`config.mk`:
```
export PLATFORM = sky130hd
export DESIGN_NAME = data_demux_router_flat
export DESIGN_NICKNAME = d
export VERILOG_FILES = /design/src/rtl/data_demux_router_if.sv /design/src/rtl/data_demux_router.sv /design/src/flat_wrapper.sv
export SDC_FILE = /design/constraint.sdc
export NUM_CORES = 1
export LEC_CHECK = 0
export ABC_CLOCK_PERIOD_IN_PS = 6630
export CAP_MARGIN = 20
export CELL_PAD_IN_SITES_DETAIL_PLACEMENT = 1
export CELL_PAD_IN_SITES_GLOBAL_PLACEMENT = 1
export CORE_MARGIN = 3
export CORE_UTILIZATION = 30
export CTS_BUF_LIST = sky130_fd_sc_hd__clkbuf_16
export DETAILED_ROUTE_END_ITERATION = 10
export GPL_TIMING_DRIVEN = 1
export PLACE_DENSITY = 0.55
export SYNTH_ARGS = -nofsm -noshare
export SYNTH_HDL_FRONTEND = slang
export SYNTH_SLANG_ARGS = --single-unit
```
`constraint.sdc`:
```
create_clock -name clk -period 6.63 [get_ports clk]
set_clock_uncertainty 0.05 [all_clocks]
set_input_delay 0.9945 -clock clk [delete_from_list [all_inputs] [get_ports clk]]
set_output_delay 0.9945 -clock clk [all_outputs]
set_load 0.005 [all_outputs]
```
`src/rtl/data_demux_router_if.sv`:
```
// Handshake bundle for data_demux_router.
//   Producer side : In, in_valid, sel  -> router ; in_ready <- router
//   Channel 0     : S_0, s0_valid      <- router ; s0_ready -> router
//   Channel 1     : S_1, s1_valid      <- router ; s1_ready -> router
// The slave modport is the router's view; master is the surrounding environment.
interface data_demux_router_if #(
  parameter int unsigned WIDTH = 16
) ();
  logic [WIDTH-1:0] In;
  logic             in_valid;
  logic             sel;
  logic             in_ready;
  logic [WIDTH-1:0] S_0;
  logic             s0_valid;
  logic             s0_ready;
  logic [WIDTH-1:0] S_1;
  logic             s1_valid;
  logic             s1_ready;

  modport master (
    output In, in_valid, sel, s0_ready, s1_ready,
    input  in_ready, S_0, s0_valid, S_1, s1_valid
  );

  modport slave (
    input  In, in_valid, sel, s0_ready, s1_ready,
    output in_ready, S_0, s0_valid, S_1, s1_valid
  );
endinterface

```
`src/rtl/data_demux_router.sv`:
```
// Registered 1-to-2 demultiplexer. Each word on bus.In is steered by bus.sel into one of two
// per-channel FIFOs; each channel presents its head word on S_0 / S_1 with its own valid/ready.
// A full channel only blocks words addressed to it.
//   clk   : rising-edge clock
//   rst_n : synchronous active-low reset (flushes both FIFOs, clears outputs)
//   bus   : data_demux_router_if.slave (producer handshake + two consumer channels)
module data_demux_router #(
  parameter int unsigned WIDTH = 16,
  parameter int unsigned DEPTH = 2,
  parameter int unsigned PTR_W = $clog2(DEPTH)
) (
  input logic                clk,
  input logic                rst_n,
  data_demux_router_if.slave bus
);

  localparam logic [PTR_W:0]   CntFull = (PTR_W+1)'(DEPTH);
  localparam logic [PTR_W:0]   CntOne  = (PTR_W+1)'(1);
  localparam logic [PTR_W-1:0] PtrOne  = PTR_W'(1);

  logic [WIDTH-1:0] mem_q  [2][DEPTH];
  logic [PTR_W-1:0] wptr_q [2];
  logic [PTR_W-1:0] wptr_d [2];
  logic [PTR_W-1:0] rptr_q [2];
  logic [PTR_W-1:0] rptr_d [2];
  logic [PTR_W:0]   cnt_q  [2];
  logic [PTR_W:0]   cnt_d  [2];
  // Registered head word; keeps the last popped value while the channel is empty.
  logic [WIDTH-1:0] head_q [2];
  logic [WIDTH-1:0] head_d [2];

  logic [1:0] full;
  logic [1:0] valid;
  logic [1:0] ready;
  logic [1:0] push;
  logic [1:0] pop;
  logic       accept;

  always_comb begin
    full  = '0;
    valid = '0;
    for (int c = 0; c < 2; c++) begin
      full[c]  = (cnt_q[c] == CntFull);
      valid[c] = (cnt_q[c] != '0);
    end
  end

  assign ready = {bus.s1_ready, bus.s0_ready};

  // Depends only on sel and registered full flags, never on the consumer ready inputs.
  assign bus.in_ready = rst_n & (bus.sel ? ~full[1] : ~full[0]);

  assign accept = bus.in_valid & bus.in_ready;
  assign push   = {accept & bus.sel, accept & ~bus.sel};
  assign pop    = valid & ready;

  always_comb begin
    for (int c = 0; c < 2; c++) begin
      wptr_d[c] = wptr_q[c];
      rptr_d[c] = rptr_q[c];
      cnt_d[c]  = cnt_q[c];
      head_d[c] = head_q[c];

      if (push[c]) wptr_d[c] = wptr_q[c] + PtrOne;
      if (pop[c])  rptr_d[c] = rptr_q[c] + PtrOne;

      case ({push[c], pop[c]})
        2'b10:   cnt_d[c] = cnt_q[c] + CntOne;
        2'b01:   cnt_d[c] = cnt_q[c] - CntOne;
        default: cnt_d[c] = cnt_q[c];
      endcase

      // Next head is the incoming word when it lands in the slot the read pointer moves to
      // (empty FIFO, or the only entry being popped); otherwise it is already in memory.
      if (cnt_d[c] != '0) begin
        if (push[c] && (rptr_d[c] == wptr_q[c])) begin
          head_d[c] = bus.In;
        end else begin
          head_d[c] = mem_q[c][rptr_d[c]];
        end
      end
    end
  end

  always_ff @(posedge clk) begin
    if (!rst_n) begin
      for (int c = 0; c < 2; c++) begin
        wptr_q[c] <= '0;
        rptr_q[c] <= '0;
        cnt_q[c]  <= '0;
        head_q[c] <= '0;
      end
    end else begin
      for (int c = 0; c < 2; c++) begin
        wptr_q[c] <= wptr_d[c];
        rptr_q[c] <= rptr_d[c];
        cnt_q[c]  <= cnt_d[c];
        head_q[c] <= head_d[c];
      end
    end
  end

  // Storage needs no reset; entries are only read once written.
  always_ff @(posedge clk) begin
    for (int c = 0; c < 2; c++) begin
      if (push[c]) mem_q[c][wptr_q[c]] <= bus.In;
    end
  end

  assign bus.S_0      = head_q[0];
  assign bus.s0_valid = valid[0];
  assign bus.S_1      = head_q[1];
  assign bus.s1_valid = valid[1];

endmodule

```
`src/flat_wrapper.sv`:
```
// flat-port wrapper written by rule: the top's interface ports become plain ports
module data_demux_router_flat 
#(
  parameter int unsigned WIDTH = 16,
  parameter int unsigned DEPTH = 2,
  parameter int unsigned PTR_W = $clog2(DEPTH)
)
  (clk, rst_n, bus_In, bus_in_valid, bus_sel, bus_s0_ready, bus_s1_ready, bus_in_ready, bus_S_0, bus_s0_valid, bus_S_1, bus_s1_valid);
  data_demux_router_if #(.WIDTH(WIDTH)) bus_i ();
  input logic clk;
  input logic rst_n;
  input wire logic [$bits(bus_i.In)-1:0] bus_In;
  input wire logic [$bits(bus_i.in_valid)-1:0] bus_in_valid;
  input wire logic [$bits(bus_i.sel)-1:0] bus_sel;
  input wire logic [$bits(bus_i.s0_ready)-1:0] bus_s0_ready;
  input wire logic [$bits(bus_i.s1_ready)-1:0] bus_s1_ready;
  output wire logic [$bits(bus_i.in_ready)-1:0] bus_in_ready;
  output wire logic [$bits(bus_i.S_0)-1:0] bus_S_0;
  output wire logic [$bits(bus_i.s0_valid)-1:0] bus_s0_valid;
  output wire logic [$bits(bus_i.S_1)-1:0] bus_S_1;
  output wire logic [$bits(bus_i.s1_valid)-1:0] bus_s1_valid;
  assign bus_i.In = bus_In;
  assign bus_i.in_valid = bus_in_valid;
  assign bus_i.sel = bus_sel;
  assign bus_i.s0_ready = bus_s0_ready;
  assign bus_i.s1_ready = bus_s1_ready;
  assign bus_in_ready = bus_i.in_ready;
  assign bus_S_0 = bus_i.S_0;
  assign bus_s0_valid = bus_i.s0_valid;
  assign bus_S_1 = bus_i.S_1;
  assign bus_s1_valid = bus_i.s1_valid;
  data_demux_router #(.WIDTH(WIDTH), .DEPTH(DEPTH), .PTR_W(PTR_W)) u_core (.clk(clk), .rst_n(rst_n), .bus(bus_i));
endmodule
```
==> implementation parameters, run 1 <==
Parameter                              Value

Run status
  Status ... finished clean

Final layout
  Ant. Diodes ... 0
  Number of nets in the layout ... around 400
  Most frequent standard cell in the layout excluding fill and tap cells ... sky130_fd_sc_hd__edfxtp_1
  Share of layout cells above drive strength 1 ... 0.152
  Area growth, synth to finish ... 22.4%
  Most used cells in the layout excluding fill and tap cells ... 64 x sky130_fd_sc_hd__edfxtp_1, 55 x sky130_fd_sc_hd__clkdlybuf4s50_1, 40 x sky130_fd_sc_hd__dfxtp_1
  Post-Layout Inst Area ... around 0.0056 mm²

Worst setup path
  Critical path data arrival time ... 4.29 ns
  Worst Path Max Fanout ... 20
  Path type of the worst setup path ... input port to register
  Data required time of the critical path ... a little under 7 ns
  Endpoint class of the critical path ... register
  Nature of the critical path startpoint ... input port

Clock network
  H-tree depth ... 3
  TritonCTS buffer count ... 9
  Cells resized by post-CTS repair ... 0
  Buffers from clock root to sink, at most ... 2
  Clock tree from TritonCTS ... yes
  Number of buffers added to fix hold violations after cts ... 0
  Reg clk slew, reported paths ... ~0.060 ns
  Clock root buffer ... sky130_fd_sc_hd__clkbuf_16
  Clock Latency Late Sink ... about 0.34 ns
  Number of clock sinks ... around 100
  Post-CTS setup repair buffer count ... 0

Timing
  Final worst path period share ... 0.619
  Final hold vios ... 0
  Final TNS setup ... 0 ns
  Achievable frequency ... ~0.24 GHz
  Unrepaired setup endpoints after global routing ... false
  Shortest clock period the worst path allows after layout ... a little over 4 ns
  Worst Max-Slew Pin Slew ... 0.826 ns
  Headroom to the max-slew limit ... 0.450
  Final hold slack ... around 0.45 ns
  # setup viols final ... 0
  Final Slew Violations ... 0

Global route
  Maximum number of pins on one net before global-route repair ... 39
  Antenna violations before repair ... 0
  Global-route wire length before repair ... 17100 µm
  Overflow after GRT ... 0
  Number of global-route vias before repair ... between 2000 and 3000
  Global-route total usage across every layer ... 0.134

Placement
  Detailed Place HPWL ... approximately 7800 µm
  Gp weighted congestion ... approximately 0.74
  Area of placed instances ... 0.00529 mm²
  Number of buffer cells added on primary ports ... 56

Power
  Switch share ... 0.281
  Overall power ... 1970 µW
  Areal power density over the cells ... between 300 and 400 mW/mm²
  Clock share of power ... 0.319
  Worst voltage drop across the vdd grid ... approximately 0.11 mV
  Switching power summed over all nets ... ~550 µW
  Static power due to leakage ... ~0.0020 µW
  Portion of total power attributed to sequential cells ... 0.412
  Combinational power share ... 0.269
  P_int ... 1420 µW

Logic synthesis
  Post-synthesis sequential element count ... about 100
  Syn nets ... between 300 and 400
  Leading cell types by total area after synthesis ... sky130_fd_sc_hd__edfxtp_1 42%, sky130_fd_sc_hd__dfxtp_1 17%, sky130_fd_sc_hd__o311ai_2 7.1%, sky130_fd_sc_hd__mux2i_1 6.9%, sky130_fd_sc_hd__nand4_1 4.3%
  Area share of the largest cell type after synthesis ... 0.417
  Synthesized cell area ... between 0.004 and 0.005 mm²
  Post-Syn Area per Cell ... around 14 µm²
  Post-synth top flop ... sky130_fd_sc_hd__edfxtp_1
  Post-Syn Instances ... around 330
  Share of synthesized area occupied by flip-flops and latches ... 0.591
  Number of enable-type register cells in the synthesized netlist ... 64
  Distinct cells, synth ... 40
  Dominant cell type by area after synthesis ... sky130_fd_sc_hd__edfxtp_1
  Synth Warn # ... 0
  Async SR Flop Fraction ... 0

Route
  Vias ... 2867
  Routed Wire Length ... ~11000 µm
  Number of detailed-route iterations in the first pass ... 4
  Antenna viol nets, final ... 0
  Number of remaining DRC errors ... 0
  Per-cell routed wire length ... 19.3 µm
  DRC violation total after the first TritonRoute iteration ... 163
  DR vias/cell ... 5.07

Floorplanning
  Number of rows in the core area ... 44
  Number of primary I/O pins ... 57
  Initial core utilization ... 0.311
  Overall die area ... around 0.017 mm²
  Die width ... about 130 µm
  Floorplan die height ... 130 µm
  Core region area ... 0.0148 mm²

Min path
  Classification of the worst-slack hold path ... register to register

Job
  Max-cap violation count ... 0
cell families (layout without fill, tap and decap cells):
group / after synthesis / in the layout / synth area share
adders and majority gates: 2 / 2 / 0.00543
xor gates and xnor gates: 12 / 12 / 0.0374
AOI/OAI and AO/OA: 39 / 39 / 0.106
buffers and inverters: 28 / 77 / 0.0328
and+or+nand+nor: 115 / 115 / 0.158
DFF: 104 / 104 / 0.591
muxes: 32 / 32 / 0.0695
Yosys cell counts, drive strengths merged, types with 3 or more instances:
cell and number:
buf 14, nand4 32, o21ai 3, dfxtp 40, nand2 4, and2 25, xnor2 8, nor2b 3
nand3 32, clkbuf 12, nor3 3, mux2i 32, edfxtp 64, o311ai 32, xor2 4, or3 4
routing by layer:
metal | up-vias | routed length (µm) | global-route usage
met5 | - | 0 | 0
met4 | 0 | 185 | 0.0550
met3 | 12 | 219 | 0.0168
met2 | 33 | 5000 | 0.208
met1 | 1429 | 5480 | 0.192
li1 | 1393 | - | -
final cells by class:
class | count | area [µm²]
repair buffers | 60 | 586
inverters | 2 | 7.51
fillers | 1536 | 9160
well taps | 184 | 230
clock inverters | 6 | 133
flip-flops and latches | 104 | 2720
clock buffers | 9 | 225
multi-input cells | 200 | 1740
flip-flops by register name, indices dropped and copies added, names as in the netlist:
register,cells
u_core.head_q,32
u_core.rptr_q,2
u_core.mem_q,64
u_core.wptr_q,2
u_core.cnt_q,4
worst max-delay path: stages:
cell	delay (ns)
sky130_fd_sc_hd__clkdlybuf4s50_1	0.53
sky130_fd_sc_hd__and4_1	0.64
sky130_fd_sc_hd__inv_1	0.13
sky130_fd_sc_hd__ha_1	0.40
sky130_fd_sc_hd__and4bb_4	0.23
sky130_fd_sc_hd__nor3_4	0.57
sky130_fd_sc_hd__nand2_2	0.42
sky130_fd_sc_hd__o311ai_1	0.37
per-stage QoR:
| step | util | instances | worst slack [ns] |
|---|---|---|---|
| finish | 0.381 | 565 | 2.53 |
| global route | 0.381 | 565 | 2.21 |
| CTS | 0.381 | 565 | 2.56 |
| detailed placement | 0.357 | 550 | 2.23 |
| global placement | 0.357 | 550 | 2.38 |
| floorplan | - | 332 | 3.15 |
power by group through the flow:
stage	logic (µW)	registers [µW]	clock network, µW
3_5_place_dp	539	832	0
6_report	531	814	630
2_1_floorplan	351	814	0
3_3_place_gp	528	830	0
5_1_grt	578	826	679
4_1_cts	541	818	650
path summary, 6_finish.rpt:
kind | start | to | slack [ns] | cells past startpoint
worst max-delay path | bus_sel | u_core.head_q[0][19] | 2.53 | 8
worst min-delay path | u_core.head_q[0][30] | u_core.head_q[0][30] | 0.45 | 2
worst max register to register | u_core.cnt_q[0][2] | u_core.head_q[0][19] | 3.02 | 8
worst min register to register | u_core.head_q[0][30] | u_core.head_q[0][30] | 0.45 | 2
(Power assumes the default switching activity.)
==> run 2, diff against run 1 <==
ABC_CLOCK_PERIOD_IN_PS = 3900   (was 6630)
clock period = 3.9 ns   (was 6.63 ns; I/O delays follow)
==> run 2 against run 1 <==
Against the previous run:
- worst hold slack better by 0.018 ns
- global-route usage is 0.33 points higher
- sequential power is 70% higher
- first-iteration DRC count is 24% higher
- final area is 0.58% lower
- clock-buffer cell count stayed put
==> implementation parameters, run 2 (synthesized netlist as in run 1, its figures left out) <==
Parameter                              Value

Run status
  Status ... finished clean

Final layout
  Number of nets in the layout ... 405 (+1.0%)
  Most frequent standard cell in the layout excluding fill and tap cells ... sky130_fd_sc_hd__edfxtp_1
  Number of flip-flops in the largest register ... 64 (unchanged)
  Layout filler cell count ... 1533 (-0.20%)
  Share of layout cells above drive strength 1 ... 0.163 (+0.0110)
  Area growth, synth to finish ... 21.7%
  Most used cells in the layout excluding fill and tap cells ... 64 x sky130_fd_sc_hd__edfxtp_1, 55 x sky130_fd_sc_hd__clkdlybuf4s50_1, 40 x sky130_fd_sc_hd__dfxtp_1
  Ant. Diodes ... 0 (unchanged)

Worst setup path
  Cell-by-cell listing of the critical path ... clkdlybuf4s50_1 -> and4_1 -> inv_1 -> ha_1 -> and4bb_4 -> nor3_4 -> nand2_2 -> o311ai_1
  Cell with the largest stage delay on the worst path ... sky130_fd_sc_hd__nor3_4
  Setup slack of the most critical reg-to-reg path ... 0.79 ns (-2.23 ns)
  Setup crit end ... u_core.head_q[0][31]
  Cell depth of the worst flop-to-flop path ... 8 (unchanged)
  Worst R2R Start ... u_core.cnt_q[0][2]
  Critical path origin ... bus_sel
  Path type of the worst setup path ... input port to register
  Nature of the critical path startpoint ... input port
  Data required time of the critical path ... 4.10 ns (-2.72 ns)
  Worst path max stage delay ... 0.58 ns (-0.06 ns)
  Worst Path Max Fanout ... 17 (-15%)
  Worst reg2reg path endpoint ... u_core.head_q[0][31]
  Endpoint class of the critical path ... register
  Critical path data arrival time ... 3.40 ns (-0.89 ns)

Floorplanning
  Floorplan die height ... 130 µm (unchanged)
  Number of primary I/O pins ... 57 (unchanged)
  Overall die area ... 0.0169 mm² (unchanged)
  Core region area ... 0.0148 mm² (unchanged)
  Number of rows in the core area ... 44 (unchanged)
  Die width ... 130 µm (unchanged)
  Initial core utilization ... 0.311 (unchanged)

Route
  Vias ... 2878 (+0.38%)
  Antenna viol nets, final ... 0 (unchanged)
  Per-cell routed wire length ... 19.8 µm (+3.0%)
  Routed Wire Length ... 11300 µm (+3.9%)
  DR vias/cell ... 5.05 (-0.50%)
  Number of detailed-route iterations in the first pass ... 4 (unchanged)
  DRC violation total after the first TritonRoute iteration ... 202 (+24%)
  Number of remaining DRC errors ... 0 (unchanged)

Placement
  Gp weighted congestion ... 0.695 (-6.4%)
  Detailed Place HPWL ... 7970 µm (+1.5%)
  Number of buffer cells added on primary ports ... 56 (unchanged)

Global route
  Number of global-route vias before repair ... 2889 (-2.0%)
  Global-route total usage across every layer ... 0.138 (+0.00327)
  Maximum number of pins on one net before global-route repair ... 39 (unchanged)
  Overflow after GRT ... 0 (unchanged)
  Global-route wire length before repair ... 17400 µm (+1.8%)
  Antenna violations before repair ... 0 (unchanged)

Timing
  Achievable frequency ... between 0.3 and 0.4 GHz
  Shortest clock period the worst path allows after layout ... approximately 3.2 ns
  # setup viols final ... 0 (unchanged)
  Unrepaired setup endpoints after global routing ... false
  Final TNS setup ... 0 ns (unchanged)
  Final Slew Violations ... 0 (unchanged)
  Headroom to the max-slew limit ... 0.436 (-0.0134)
  Final worst path period share ... 0.822
  Final hold vios ... 0 (unchanged)
  Worst Max-Slew Pin Slew ... 0.846 ns (+0.0200 ns)

Clock network
  TritonCTS buffer count ... 9 (unchanged)
  Buffers from clock root to sink, at most ... 2 (unchanged)
  Clock tree from TritonCTS ... yes
  Clock root buffer ... sky130_fd_sc_hd__clkbuf_16
  Number of clock sinks ... 104 (unchanged)
  Number of buffers added to fix hold violations after cts ... 0 (unchanged)
  H-tree depth ... 3 (unchanged)
  Clock Latency Late Sink ... 0.35 ns (about the same)
  Reg clk slew, reported paths ... 0.07 ns (about the same)
  Post-CTS setup repair buffer count ... 0 (unchanged)
  Cells resized by post-CTS repair ... 0 (unchanged)

Power
  Worst voltage drop across the vdd grid ... 0.171 mV (+58%)
  Static power due to leakage ... 0.00197 µW (-0.33%)
  Areal power density over the cells ... 573 mW/mm² (+64%)
  Overall power ... 3220 µW (+63%)

Min path
  Classification of the worst-slack hold path ... register to register

Job
  Max-cap violation count ... 0 (unchanged)
[run 2: how the worst min path moves through the flow]
stage	from	to	slack (ns)	cells after the start
2_1_floorplan	u_core.head_q[0][31]	u_core.head_q[0][31]	0.44	2
3_3_place_gp	u_core.head_q[0][20]	u_core.head_q[0][20]	0.44	2
3_5_place_dp	u_core.head_q[0][21]	u_core.head_q[0][21]	0.45	2
4_1_cts	u_core.head_q[0][21]	u_core.head_q[0][21]	0.47	2
5_1_grt	u_core.head_q[0][20]	u_core.head_q[0][20]	0.49	2
6_report	u_core.head_q[0][21]	u_core.head_q[0][21]	0.47	2
[run 2: worst max-delay path: cells and delay by family]
family,cells,cell delay (ns)
simple gates,4,1.46
fa+ha+maj,1,0.37
buf+inv,2,0.60
compound gates,1,0.38
[run 2: final cells by class]
| type | instances | area, µm² | area share |
|---|---|---|---|
| Clock buffer | 9 | 225 | 0.0401 |
| Inverter | 2 | 7.51 | 0.00134 |
| Multi-Input combinational cell | 200 | 1740 | 0.310 |
| Timing Repair Buffer | 64 | 616 | 0.110 |
| Clock inverter | 7 | 70.1 | 0.0125 |
| Tap cell | 184 | 230 | 0.0410 |
| Sequential cell | 104 | 2720 | 0.485 |
[run 2: power breakdown]
part	total, µW	leakage [µW]	internal (µW)	switching (µW)
clock network	911	0.000148	499	411
registers	1380	0.000909	1290	92.6
logic	924	0.000915	448	476
[run 2: routing by layer]
metal | share of wire | vias to the layer above | global-route usage | wire [µm]
met5 | 0 | - | 0 | 0
met4 | 0.018 | 0 | 0.0532 | 198
met3 | 0.027 | 12 | 0.0180 | 308
met2 | 0.44 | 47 | 0.204 | 5030
met1 | 0.51 | 1423 | 0.205 | 5770
li1 | - | 1396 | - | -
[run 2: through the flow]
step           hold slack (ns)  cell area (µm²)  setup slack, ns  utilization  std cells
3_5_place_dp             0.453             5320            0.323        0.359        554
6_report                 0.468             5610            0.694        0.379        570
3_3_place_gp             0.441             5320            0.412        0.359        554
2_1_floorplan            0.440             4610            0.831            -        332
5_1_grt                  0.494             5610            0.476        0.379        570
4_1_cts                  0.470             5610            0.704        0.379        570
